===== src/rtl/pc_sequencer.sv =====
// Fetch-address sequencer: registered PC with branch/jump/call/return
// selection and a circular return-address stack.
module pc_sequencer #(
  parameter int              ADDR_W    = 12,
  parameter int              RAS_DEPTH = 8,
  parameter logic [ADDR_W-1:0] RESET_PC = '0
) (
  input  logic                         clock,
  input  logic                         reset_n,
  input  logic                         stall,
  input  logic                         branch_taken,
  input  logic [ADDR_W-1:0]            branch_target,
  input  logic                         jump,
  input  logic                         call,
  input  logic [ADDR_W-1:0]            jump_target,
  input  logic                         ret,
  output logic [ADDR_W-1:0]            pc,
  output logic [$clog2(RAS_DEPTH):0]   ras_count,
  output logic                         ras_overflow,
  output logic                         ras_underflow
);

  localparam int PTR_W = $clog2(RAS_DEPTH);
  localparam int CNT_W = PTR_W + 1;

  logic [ADDR_W-1:0] pc_q, pc_d;
  logic [ADDR_W-1:0] pc_inc;
  logic [ADDR_W-1:0] top;
  logic [PTR_W-1:0]  ptr_q, ptr_d;
  logic [CNT_W-1:0]  cnt_q, cnt_d;
  logic              of_q, of_d;
  logic              uf_q, uf_d;
  logic              push;
  logic              full;
  logic              empty;

  logic [ADDR_W-1:0] stack_q [RAS_DEPTH];

  assign pc_inc = pc_q + ADDR_W'(1);
  assign top    = stack_q[ptr_q - PTR_W'(1)];
  assign full   = (cnt_q == CNT_W'(RAS_DEPTH));
  assign empty  = (cnt_q == '0);

  always_comb begin
    pc_d  = pc_q;
    ptr_d = ptr_q;
    cnt_d = cnt_q;
    of_d  = of_q;
    uf_d  = uf_q;
    push  = 1'b0;
    if (!stall) begin
      priority case (1'b1)
        ret: begin
          if (empty) begin
            pc_d = pc_inc;
            uf_d = 1'b1;
          end else begin
            pc_d  = top;
            ptr_d = ptr_q - PTR_W'(1);
            cnt_d = cnt_q - CNT_W'(1);
          end
        end
        call: begin
          // when full the write lands on the oldest slot
          push  = 1'b1;
          pc_d  = jump_target;
          ptr_d = ptr_q + PTR_W'(1);
          if (full) of_d = 1'b1;
          else      cnt_d = cnt_q + CNT_W'(1);
        end
        jump:         pc_d = jump_target;
        branch_taken: pc_d = branch_target;
        default:      pc_d = pc_inc;
      endcase
    end
  end

  always_ff @(posedge clock or negedge reset_n) begin
    if (!reset_n) begin
      pc_q  <= RESET_PC;
      ptr_q <= '0;
      cnt_q <= '0;
      of_q  <= 1'b0;
      uf_q  <= 1'b0;
    end else begin
      pc_q  <= pc_d;
      ptr_q <= ptr_d;
      cnt_q <= cnt_d;
      of_q  <= of_d;
      uf_q  <= uf_d;
    end
  end

  always_ff @(posedge clock) begin
    if (push && reset_n) stack_q[ptr_q] <= pc_inc;
  end

  assign pc            = pc_q;
  assign ras_count     = cnt_q;
  assign ras_overflow  = of_q;
  assign ras_underflow = uf_q;

endmodule


===== config.mk =====
export PLATFORM = sky130hd
export DESIGN_NAME = pc_sequencer
export DESIGN_NICKNAME = d
export VERILOG_FILES = /design/src/rtl/pc_sequencer.sv
export SDC_FILE = /design/constraint.sdc
export NUM_CORES = 1
export LEC_CHECK = 0
export BUFFER_PORTS_ARGS = -buffer_cell sky130_fd_sc_hd__buf_2
export CORE_ASPECT_RATIO = 1.5
export CORE_MARGIN = 4
export CORE_UTILIZATION = 25
export DETAILED_ROUTE_END_ITERATION = 10
export MAX_ROUTING_LAYER = met4
export SLEW_MARGIN = 15
export SYNTH_ARGS = -nofsm -noshare
export SYNTH_HDL_FRONTEND = slang
export SYNTH_SLANG_ARGS = --single-unit

===== constraint.sdc =====
create_clock -name clock -period 2.6 [get_ports clock]
set_input_delay 0.52 -clock clock [delete_from_list [all_inputs] [get_ports clock]]
set_output_delay 0.52 -clock clock [all_outputs]
set_load 0.005 [all_outputs]

# Yosys cells after proc, flatten, opt, wreduce, memory -nomap -nowiden
# Memories as Yosys holds them, arrays and structs flattened.
# Cells that the tools add are included.
# classes
reduce_logical	7
n_lt_le_gt_ge	0
div	0
n_shift	0
mul	0
bitwise	2
n_eq_ne	3
muxes	17
n_addsub	5
# ops
op	count
$mux 12	5
$mux 4	4
$add 12x1->12 const B	1
$mux 3	3
$reduce_and 4->1	2
$reduce_and 3->1	2
$mux 1	5
$add 4x1->4 const B	1
$eq 4x4->1 const B	1
$logic_not 4->1	1
$ne 2x2->1 const B	2
$sub 4x1->4 const B	1
$add 3x1->3 const B	1
$sub 3x1->3 const B	1
$not 1->1	2
$reduce_bool 2->1	1
$logic_and 1x1->1	1
# totals
n_memories	1
in_bits	31
rom_bits	0
output_inout_bits	18
latchBits	0
ramBits	96
wordCells	40
ff_bits	21
# mem_list
memory	depth	word_bits	rd	rd_clocked_by_memory_dff	write_ports	line_no	source
stack_q	8	12	1	0	1	37	logic [ADDR_W-1:0] stack_q [RAS_DEPTH];

# Logic depth before layout (Yosys ltp)
# logic_depth
depth_word	6
ltp_mapped	10

# Worst setup path before layout
# Ideal clock, no wire load.
# synth_path
path_kind	input-to-reg
from	input port ret
to	memory stack_q[1][0], enable pin
setup_slack_ps	-135
stages	5
arrival_ps	2339
setup_ps	396
required_ps	2204
cell_sequence	clkbuf_1 -> nor2_1 -> clkbuf_1 -> nand4_1 -> nor3_1
# synth_between
elab_chain_cells	5
# synth_rtl
element	line_no	source
start: declaration	16	input logic ret,
$mux 1	52	priority case (1'b1)
$mux 1	51	if (!stall) begin
$logic_and 1x1->1	95	if (push && reset_n) stack_q[ptr_q] <= pc_inc;
$mux 1	95	
$mux 1 (not written as such)	95	
end: declaration	37	
# No other way between the ends.

# Worst setup path in the final report
# layout_path
from	register ptr_q[1]
to	register pc_q[9], in the netlist pc[9]
# layout_between
elab_chain_cells	4
# layout_rtl
element	line_no	source
start: declaration	29	logic [PTR_W-1:0] ptr_q, ptr_d;
start signal: assignment	87	ptr_q <= ptr_d;
$sub 3x1->3	40	assign top = stack_q[ptr_q - PTR_W'(1)];
$mem_v2 8x12	-	
$mux 12	54	if (empty) begin
$mux 12	52	
end signal: assignment	86	pc_q <= pc_d;
end: declaration	26	logic [ADDR_W-1:0] pc_q, pc_d;
# No other way between the ends.
# A chain may end at the register's enable or synchronous reset.

==> run_summary.xml <==
<?xml version="1.0" encoding="UTF-8"?>
<metrics>
  <group name="logic_synthesis">
    <metric name="syn_avg_cell_area" unit="um2">14.9</metric>
    <metric name="syn-num-nets" unit="">392</metric>
    <metric name="complex_gate_fraction_of_the_synthesized_area" unit="">0.0930</metric>
    <metric name="synthesis.yosys.warnings" unit="">0</metric>
    <metric name="leading_cell_types_by_total_area_after_synthesis" unit="">sky130_fd_sc_hd__edfxtp_1 54%, sky130_fd_sc_hd__mux4_2 10%, sky130_fd_sc_hd__dfrtp_1 9.9%</metric>
    <metric name="synth_cell_types" unit="">51</metric>
    <metric name="synth.mux.area_fraction" unit="">0.121</metric>
    <metric name="share_of_synthesized_area_occupied_by_flip_flops_and_latches" unit="">0.643</metric>
    <metric name="synth_simple_gate_area_frac" unit="">0.0798</metric>
    <metric name="synthXorXnorAreaFrac" unit="">0.0231</metric>
    <metric name="synth_top_family_by_area" unit="">multiplexers</metric>
    <metric name="postSynth.topFlopCell" unit="">sky130_fd_sc_hd__edfxtp_1</metric>
    <metric name="postSynthRegisterBits" unit="">117</metric>
    <metric name="netlist.area_leader.share" unit="">0.544</metric>
    <metric name="synthArstFlopShare" unit="">0.179</metric>
    <metric name="syn_area" unit="um2">5300</metric>
    <metric name="synth_enable_flop_cells" unit="">96</metric>
    <metric name="yosysTopAreaCell" unit="">sky130_fd_sc_hd__edfxtp_1</metric>
    <metric name="post_synth_fa_ha_maj_area_fraction" unit="">0.0156</metric>
    <metric name="syn-instance-count" unit="">355</metric>
  </group>
  <group name="drt">
    <metric name="drt_pass1_iterations" unit="">4</metric>
    <metric name="routed_wirelength" unit="um">13900</metric>
    <metric name="drtIter0Drc" unit="">246</metric>
    <metric name="antenna_left" unit="">0</metric>
    <metric name="routed-via-count" unit="">3467</metric>
    <metric name="post_drt_wl_per_cell" unit="um">19.6</metric>
    <metric name="drt-vias-per-instance" unit="">4.90</metric>
    <metric name="drc" unit="">0</metric>
  </group>
  <group name="worst_setup_path">
    <metric name="crit_path_launch" unit="">ptr_q[1]</metric>
    <metric name="setup.reg_to_reg.worst_slack" unit="ns">0.36</metric>
    <metric name="worst_setup_path_end_kind" unit="">flip-flop</metric>
    <metric name="critical_path.slowest_cell" unit="">sky130_fd_sc_hd__ha_1</metric>
    <metric name="timing.reg2reg.worst_path_depth" unit="">6</metric>
    <metric name="cp_slowest_stage_delay" unit="ns">0.53</metric>
    <metric name="crit_cells" unit="">6</metric>
    <metric name="setup.worst_path.start_class" unit="">flip-flop</metric>
    <metric name="critPathMaxFanout" unit="">7</metric>
    <metric name="critical_path_cell_by_cell" unit="">inv_1 &gt; ha_1 &gt; buf_4 &gt; mux4_2 &gt; a22o_1 &gt; a211o_1</metric>
    <metric name="timing.rr.end" unit="">pc[9]</metric>
    <metric name="cp.required" unit="ns">2.89</metric>
    <metric name="critical-path-top-delay-family" unit="">adder cells</metric>
    <metric name="critical_path.endpoint" unit="">pc[9]</metric>
    <metric name="crit_buf_inv" unit="">2</metric>
    <metric name="crit-reg2reg-launch" unit="">ptr_q[1]</metric>
    <metric name="critPathArrivalTime" unit="ns">2.53</metric>
    <metric name="critPathKind" unit="">reg -&gt; reg</metric>
  </group>
  <group name="global_routing">
    <metric name="grt_start_max_net_pins" unit="">28</metric>
    <metric name="first_pass_grt_wire_length" unit="um">21400</metric>
    <metric name="grt_util_all_layers" unit="">0.121</metric>
    <metric name="grt_remaining_overflow" unit="">0</metric>
    <metric name="antenna_found_initial" unit="">0</metric>
    <metric name="grt_pass1_vias" unit="">3748</metric>
  </group>
  <group name="clocking">
    <metric name="cts_num_sinks" unit="">117</metric>
    <metric name="cts.path.max_buffers" unit="">2</metric>
    <metric name="numCtsBuffers" unit="">17</metric>
    <metric name="cts-root-buf" unit="">sky130_fd_sc_hd__clkbuf_16</metric>
    <metric name="worstSkewPairLatency" unit="ns">0.41</metric>
    <metric name="tritoncts" unit="">done</metric>
    <metric name="clock_tree.htree_level_count" unit="">4</metric>
    <metric name="clk_pin_slew" unit="ns">0.06</metric>
  </group>
  <group name="sta">
    <metric name="fin_worst_skew" unit="ns">0.00871</metric>
    <metric name="relSlewSlack" unit="">0.417</metric>
    <metric name="worst_tran_pin_value" unit="ns">0.868</metric>
    <metric name="final.period_utilization" unit="">0.863</metric>
    <metric name="setup_tns" unit="ns">0</metric>
    <metric name="rsz0062_at_grt" unit="">no</metric>
    <metric name="finalSetupViolations" unit="">0</metric>
    <metric name="crit_path_time_final" unit="ns">2.24</metric>
    <metric name="final-hold-violation-count" unit="">0</metric>
    <metric name="maxSlewViolCount" unit="">0</metric>
    <metric name="max_freq" unit="GHz">0.446</metric>
  </group>
  <group name="die">
    <metric name="io_pins" unit="">49</metric>
    <metric name="die-area" unit="um2">23600</metric>
    <metric name="coreArea" unit="um2">21000</metric>
    <metric name="die_h" unit="um">186</metric>
    <metric name="fp-row-count" unit="">65</metric>
    <metric name="die_width" unit="um">127</metric>
    <metric name="floorplan.initialDensity" unit="">0.253</metric>
  </group>
  <group name="hold_path">
    <metric name="min_path_type" unit="">in -&gt; reg</metric>
    <metric name="timing.hold.worst.start" unit="">jump_target[0]</metric>
  </group>
  <group name="finish">
    <metric name="design.final.nets" unit="">464</metric>
    <metric name="area.growth.synth_to_final" unit="%">23.8</metric>
    <metric name="most-common-layout-cells" unit="">96 x sky130_fd_sc_hd__edfxtp_1, 48 x sky130_fd_sc_hd__buf_2, 24 x sky130_fd_sc_hd__nand2_1, 24 x sky130_fd_sc_hd__mux4_2, 22 x sky130_fd_sc_hd__buf_4</metric>
    <metric name="layout.cells.most_common" unit="">sky130_fd_sc_hd__edfxtp_1</metric>
    <metric name="post_layout_nonfiller_instances" unit="">708</metric>
    <metric name="post_route_cells_drive_above_1_share" unit="">0.309</metric>
    <metric name="antenna_cells_inserted" unit="">0</metric>
  </group>
  <group name="job">
    <metric name="drv.max_cap_violation_count" unit="">0</metric>
  </group>
  <group name="pwr">
    <metric name="p_leak" unit="nW">2.40</metric>
    <metric name="p_per_cell_area" unit="nW/um2">1140</metric>
    <metric name="max-vdd-ir-drop" unit="V">0.000434</metric>
  </group>
  <group name="place">
    <metric name="placedCellCount" unit="">675</metric>
    <metric name="globalplace.congestion" unit="">0.919</metric>
    <metric name="port_buffers" unit="">48</metric>
    <metric name="dpl.hpwl" unit="um">10100</metric>
  </group>
  <group name="status">
    <metric name="outcome" unit="">completed</metric>
  </group>
</metrics>
[registers in the layout, summed over array words and instances (netlist names)]
name and cells:
ptr_q 3, ras_underflow 1, ras_overflow 1, pc 12, ras_count 4, stack_q 96
[worst register-to-register path: stages (launching register included)]
cell	delay (ns)
sky130_fd_sc_hd__dfrtp_1	0.45
sky130_fd_sc_hd__inv_1	0.11
sky130_fd_sc_hd__ha_1	0.53
sky130_fd_sc_hd__buf_4	0.25
sky130_fd_sc_hd__mux4_2	0.31
sky130_fd_sc_hd__a22o_1	0.24
sky130_fd_sc_hd__a211o_1	0.26
[stage by stage]
step	worst slack, ns	power (mW)	cell area (um2)	utilization	hold slack (ns)
final	0.357	7.49	6560	0.313	0.416
after global placement	0.377	5.27	5990	0.286	0.354
after global routing	0.246	7.85	6560	0.313	0.406
after floorplan	0.0139	4.41	5310	-	0.224
after detailed placement	0.361	5.35	5990	0.286	0.358
after CTS	0.352	7.56	6560	0.313	0.396
[where the power goes]
group	internal (mW)	switching [mW]
registers	2.52	0.261
clock network	1.26	0.923
logic	1.15	1.37
[cell usage after synthesis (8+ instances only)]
cell type                   n
sky130_fd_sc_hd__nor2_1    19
sky130_fd_sc_hd__dfrtp_1   21
sky130_fd_sc_hd__xnor2_1    8
sky130_fd_sc_hd__edfxtp_1  96
sky130_fd_sc_hd__nor3_1    10
sky130_fd_sc_hd__o21ai_0   18
sky130_fd_sc_hd__mux4_2    24
sky130_fd_sc_hd__mux2i_1    9
sky130_fd_sc_hd__inv_1     13
sky130_fd_sc_hd__clkbuf_1  13
sky130_fd_sc_hd__a22o_1     9
sky130_fd_sc_hd__nand2_1   24
[final cells by class]
cell class	instances	area (um2)
Tap cell	268	335
Sequential cell	117	3410
Clock inverter	15	135
Timing Repair Buffer	72	435
Clock buffer	17	425
Fill cell	2052	14400
Multi-Input combinational cell	206	1770
Inverter	13	48.8
[cells by family after synthesis]
kind of cell,after synthesis
multiplexers,34
adder cells (fa/ha/maj),6
AND/OR/NAND/NOR,85
XOR/XNOR,14
buffers and inverters,32
AO/OA/AOI/OAI,67
flip-flops,117
[layer usage]
metal | track usage | up-vias | part of all wire
met2 | 0.215 | 97 | 0.55
met5 | - | - | 0
met1 | 0.127 | 1792 | 0.38
met3 | 0.0192 | 27 | 0.029
li1 | - | 1551 | -
met4 | 0.0677 | 0 | 0.038
[worst min path at each step]
stage	endpoint	slack [ns]	cells after the start
floorplan	pc[0]	0.22	0
global placement	ptr_q[0]	0.35	1
detailed placement	ptr_q[0]	0.36	1
CTS	pc[3]	0.40	3
global route	pc[0]	0.41	3
finish	pc[0]	0.42	3
[what timing repair did]
item,CTS,global route
hold buffers,1,0
setup buffers,0,0
resized for setup,0,0
hold endpoints to repair,2,0
Power figures use the tool's default switching activity.
